### src/rtl/dm_port_arbiter.sv
// Two-requester arbiter for the single data-memory port: fixed priority to the CPU (port 0),
// starvation limiter and locked bursts for port 1. Define DM_ARB_STATS_EN to build grant counters.
module dm_port_arbiter #(
    parameter int unsigned STARVE_LIM = 4,
    parameter int unsigned LOCK_MAX   = 8
) (
    input  logic        clk,
    input  logic        reset,

    input  logic        r0_req,
    input  logic [31:0] r0_addr,
    input  logic [31:0] r0_wdata,
    input  logic [3:0]  r0_byteen,
    output logic        r0_gnt,
    output logic [31:0] r0_rdata,
    output logic        r0_rvalid,

    input  logic        r1_req,
    input  logic [31:0] r1_addr,
    input  logic [31:0] r1_wdata,
    input  logic [3:0]  r1_byteen,
    input  logic        r1_lock,
    output logic        r1_gnt,
    output logic [31:0] r1_rdata,
    output logic        r1_rvalid,

    output logic [31:0] m_data_addr,
    output logic [31:0] m_data_wdata,
    output logic [3:0]  m_data_byteen,
    input  logic [31:0] m_data_rdata,

    output logic [31:0] stat_gnt0,
    output logic [31:0] stat_gnt1
);

    typedef enum logic {
        PRI0  = 1'b0,
        LOCK1 = 1'b1
    } state_t;

    localparam logic [3:0] STARVE_LIM_C = 4'(STARVE_LIM);
    localparam logic [7:0] LOCK_MAX_C   = 8'(LOCK_MAX);

    state_t     state, state_next;
    logic [3:0] starve_cnt, starve_next;
    logic [7:0] beat_cnt, beat_next;
    logic       gnt0, gnt1;

    // Grants are gated by reset so nothing reaches the memory while reset is held.
    always_comb begin
        // NOTE: every always_comb output gets a default first so no path can infer a latch.
        gnt0 = 1'b0;
        gnt1 = 1'b0;
        if (reset) begin
            if (state == LOCK1) begin
                gnt1 = r1_req;
            end else begin
                gnt1 = r1_req && (!r0_req || starve_cnt == STARVE_LIM_C);
            end
            gnt0 = r0_req && !gnt1;
        end
    end

    assign r0_gnt = gnt0;
    assign r1_gnt = gnt1;

    always_comb begin
        m_data_addr   = gnt1 ? r1_addr  : r0_addr;
        m_data_wdata  = gnt1 ? r1_wdata : r0_wdata;
        m_data_byteen = 4'b0000;
        if (gnt1) begin
            m_data_byteen = r1_byteen;
        end else if (gnt0) begin
            m_data_byteen = r0_byteen;
        end
    end

    // beat_cnt counts port-1 grants of the current burst, including the one that opened it.
    always_comb begin
        state_next = state;
        beat_next  = beat_cnt;
        unique case (state)
            PRI0: begin
                if (gnt1 && r1_lock && LOCK_MAX_C > 8'd1) begin
                    state_next = LOCK1;
                    beat_next  = 8'd1;
                end
            end
            LOCK1: begin
                if (!r1_req) begin
                    state_next = PRI0;
                end else if (gnt1) begin
                    beat_next = beat_cnt + 8'd1;
                    if (!r1_lock || beat_next >= LOCK_MAX_C) begin
                        state_next = PRI0;
                    end
                end
            end
            default: state_next = PRI0;
        endcase
    end

    always_comb begin
        starve_next = 4'd0;
        if (r1_req && !gnt1) begin
            starve_next = (starve_cnt >= STARVE_LIM_C) ? STARVE_LIM_C : starve_cnt + 4'd1;
        end
    end

    // NOTE: sequential state uses non-blocking assignments so every register samples pre-edge values.
    always_ff @(posedge clk or negedge reset) begin
        if (!reset) begin
            state      <= PRI0;
            starve_cnt <= 4'd0;
            beat_cnt   <= 8'd0;
        end else begin
            state      <= state_next;
            starve_cnt <= starve_next;
            beat_cnt   <= beat_next;
        end
    end

    // Read data is registered once per granted read and held until that port's next read.
    always_ff @(posedge clk or negedge reset) begin
        if (!reset) begin
            r0_rdata  <= 32'h0;
            r1_rdata  <= 32'h0;
            r0_rvalid <= 1'b0;
            r1_rvalid <= 1'b0;
        end else begin
            r0_rvalid <= gnt0 && (r0_byteen == 4'b0000);
            r1_rvalid <= gnt1 && (r1_byteen == 4'b0000);
            if (gnt0 && r0_byteen == 4'b0000) begin
                r0_rdata <= m_data_rdata;
            end
            if (gnt1 && r1_byteen == 4'b0000) begin
                r1_rdata <= m_data_rdata;
            end
        end
    end

`ifdef DM_ARB_STATS_EN
    logic [31:0] stat0_q, stat1_q;

    always_ff @(posedge clk or negedge reset) begin
        if (!reset) begin
            stat0_q <= 32'h0;
            stat1_q <= 32'h0;
        end else begin
            if (gnt0) stat0_q <= stat0_q + 32'd1;
            if (gnt1) stat1_q <= stat1_q + 32'd1;
        end
    end

    assign stat_gnt0 = stat0_q;
    assign stat_gnt1 = stat1_q;
`else
    assign stat_gnt0 = 32'h0;
    assign stat_gnt1 = 32'h0;
`endif

endmodule
### config.mk
export PLATFORM = sky130hd
export DESIGN_NAME = dm_port_arbiter
export DESIGN_NICKNAME = d
export VERILOG_FILES = /design/src/rtl/dm_port_arbiter.sv
export SDC_FILE = /design/constraint.sdc
export NUM_CORES = 1
export LEC_CHECK = 0
export ABC_AREA = 1
export CORE_AREA = 2 2 144 146
export CTS_BUF_LIST = sky130_fd_sc_hd__clkbuf_16
export DETAILED_ROUTE_END_ITERATION = 16
export DIE_AREA = 0 0 146 148
export GPL_TIMING_DRIVEN = 0
export SLEW_MARGIN = 20
export SYNTH_ARGS = -nofsm -noshare
export SYNTH_HDL_FRONTEND = slang
export SYNTH_SLANG_ARGS = --single-unit
### constraint.sdc
create_clock -name clk -period 1.55 [get_ports clk]
set_input_delay 0.2325 -clock clk [delete_from_list [all_inputs] [get_ports clk]]
set_output_delay 0.2325 -clock clk [all_outputs]
set_load 0.05 [all_outputs]
==> results.sh <==
export IMPL_synth_seq_cells=79
export IMPL_syn_avg_cell_area_um2=7.53
export IMPL_dr_pass1_iters=4
export IMPL_fin_hold_ws_ns=0.459
export IMPL_critPathKind="register to output pin"
export IMPL_multi_input_area_um2=3080
export IMPL_placed_cells=1263
export IMPL_grt_max_degree=48
export IMPL_status="complete, but fails checks"
export IMPL_final_fill_count=1859
export IMPL_core_um2=20000
export IMPL_crit_arrival_ns=2.01
export IMPL_wl_per_cell_um=15.2
export IMPL_cp_end_kind="output pin"
export IMPL_synth_most_common_cell="nand2_1"
export IMPL_syn_area_um2=4670
export IMPL_grt_setup_unrepaired="true"
export IMPL_synth_edff_count=0
export IMPL_synth_top_area_share_pct=42.3
export IMPL_drt_vias_per_instance=3.99
export IMPL_layout_nets=1221
export IMPL_maxSlewViolCount=0
export IMPL_synthDominantAreaCellType="dfrtp_1"
export IMPL_finalHoldViolCount=0
export IMPL_ios=373
export IMPL_num_vias=5263
export IMPL_cp_start_kind="register"
export IMPL_row_count=52
export IMPL_synth_sequential_area_ratio_pct=42.3
export IMPL_clk_latency_ns=0.34
export IMPL_stdcell_count=1319
export IMPL_grt_pass1_wl_um=29500
export IMPL_wirelength_um=20100
export IMPL_synth_area_top_cells="dfrtp_1, nand2_1, buf_4"
export IMPL_drv_cap=0
export IMPL_p_int_uw=5670
export IMPL_fin_ws_ns=-0.691
export IMPL_ys_flop_type="dfrtp_1"
export IMPL_swShare_pct=41.3
export IMPL_cts_tree="done"
export IMPL_ir_drop_v=0.000820
export IMPL_io_buffers=308
export IMPL_drive_gt1_share_pct=41.1
export IMPL_die_w_um=146
export IMPL_clockRootBuffer="clkbuf_16"
export IMPL_skew_ns=0.00709
export IMPL_power_share_sequential_pct=26.8
export IMPL_cp_max_fo=10
export IMPL_critPathLaunch="starve_cnt[1]"
export IMPL_synth_top_cells_by_count="nand2_1, dfrtp_1, buf_4"
export IMPL_design_die_area_um2=21600
export IMPL_grt_overflow=0
export IMPL_path_clk_slew_ns=0.06
export IMPL_r2r_cells=16
export IMPL_min_period_over_period_pct=145
export IMPL_start_util_pct=23.3
export IMPL_min_from="m_data_rdata[23]"
export IMPL_synth_warning_count=0
export IMPL_relSlewSlack_pct=34.4
export IMPL_cts_buffer_depth=2
export IMPL_p_switching_uw=3990
export IMPL_grt_pass1_vias=5110
export IMPL_worst_pin_slew_ns=0.975
export IMPL_violations="negative setup slack"
export IMPL_p_clk_share_pct=24.9
export IMPL_p_leak_uw=0.00546
export IMPL_fmax_mhz=446
export IMPL_antenna_found_initial=1
export IMPL_gp_congestion=0.747
export IMPL_r2r_slack_ns=-0.57
export IMPL_setup_violations=143
export IMPL_synth_distinct_cells=27
export IMPL_post_route_min_period_ns=2.24
export IMPL_hold_path_class="input pin to register"
export IMPL_regToRegStartpoint="starve_cnt[1]"
export IMPL_seqCellArea_um2=1980
export IMPL_grt_usage_pct=17.4
export IMPL_tns_ns=-77.66
export IMPL_dieHeight_um=148
export IMPL_p_per_area_nw_per_um2=891
export IMPL_cts_buffers=9
export IMPL_syn_inst=620
export IMPL_cp_required_ns=1.32
export IMPL_synthArstFlopShare_pct=100
export IMPL_areaGrowthSynthToFinish_pct=132
export IMPL_worstHoldPathCells=3
export IMPL_dpl_hpwl_um=14600
export IMPL_cts_sinks=79
export IMPL_postRouteAntennaNets=0
export IMPL_htree_num_levels=3
export IMPL_drtIter0Drc=169
export IMPL_drc_errors=0
export IMPL_combPwrFrac_pct=48.3
-- kinds of logic after synthesis --
family / count (synthesis) / synth area share (%)
buf+inv: 145 / 18.8
fa+ha+maj: 3 / 0.804
other cells: 1 / 0.0803
compound gates: 79 / 10.7
flops: 79 / 42.3
simple gates: 313 / 27.3
-- worst max-delay path, stage by stage, from the launching register on --
cell,delay [ns]
dfrtp_1,0.38
inv_1,0.07
ha_2,0.17
nand3_2,0.06
nand3_2,0.08
nand2_4,0.06
nor2_4,0.11
buf_6,0.13
inv_4,0.04
buf_12,0.14
buf_12,0.15
nand2_2,0.08
nand2_4,0.05
buf_6,0.15
-- registers in the layout (all words and copies together), names as in the netlist --
signal,cells
beat_cnt,8
r0_rvalid,1
r1_rvalid,1
starve_cnt,4
state,1
r1_rdata,32
r0_rdata,32
-- power groups by stage --
stage               clock network [uW]  registers (uW)  logic, uW
finish                            2410            2590       4670
global route                      2550            2630       4890
CTS                               2470            2580       4570
detailed placement                   0            2620       4370
global placement                     0            2620       4340
floorplan                            0            3580       1850
-- timing repair --
| action | CTS | global route |
|---|---|---|
| cloned | 7 | 8 |
| setup buffers | 14 | 12 |
| endpoints found under the hold margin | 32 | 0 |
| hold buffers | 2 | 0 |
| resized for setup | 736 | 80 |
| pin swaps | 11 | 8 |
| endpoints found under the setup margin | 210 | 150 |
-- metrics by stage --
stage	total power (uW)	setup slack [ns]	instance area, um2	util [%]
finish	9660	-0.691	10800	54.1
global route	10100	-0.818	10800	54.1
CTS	9630	-0.710	10300	51.4
detailed placement	6990	-1.25	9000	44.9
global placement	6960	-4.54	8980	44.8
floorplan	5430	-0.239	5560	-
-- final cells by class --
type / instances / share of cell area (%)
Timing Repair Buffer: 351 / 36.6
Inverter: 52 / 1.82
Antenna cell: 1 / 0.0231
Multi-Input combinational cell: 460 / 28.4
Clock buffer: 9 / 2.08
Tap cell: 270 / 3.11
Buffer: 92 / 8.85
Sequential cell: 79 / 18.2
Clock inverter: 5 / 0.981
-- worst paths after layout --
kind / end
max: m_data_wdata[4]
min: r0_rdata[23]
max reg2reg: r1_rdata[25]
min reg2reg: r0_rdata[19]
max in group asynchronous: beat_cnt[6]
min in group asynchronous: r0_rdata[21]
-- cell usage in the layout, fill, tap and decap left out, types with 17 or more instances in the layout --
master | netlist | layout
inv_1 | 51 | 50
o21ai_2 | 23 | 36
buf_12 | 0 | 23
nand2_2 | 21 | 69
buf_8 | 0 | 49
dlygate4sd2_1 | 0 | 64
nand2_1 | 265 | 123
conb_1 | 1 | 65
buf_6 | 7 | 36
dfrtp_1 | 79 | 79
clkbuf_16 | 0 | 17
nand2_4 | 0 | 80
clkdlybuf4s50_1 | 0 | 171
o21ai_1 | 22 | 25
buf_4 | 70 | 81
-- metal layers --
| metal | up-vias | global-route usage, % | share of wire [%] |
|---|---|---|---|
| met1 | 2422 | 21.2 | 41 |
| met2 | 181 | 30.8 | 52 |
| met3 | 22 | 4.26 | 5.8 |
| li1 | 2638 | - | - |
| met4 | 0 | 4.76 | 1.6 |
| met5 | - | 0 | 0 |
Power figures use the tool's default switching activity.
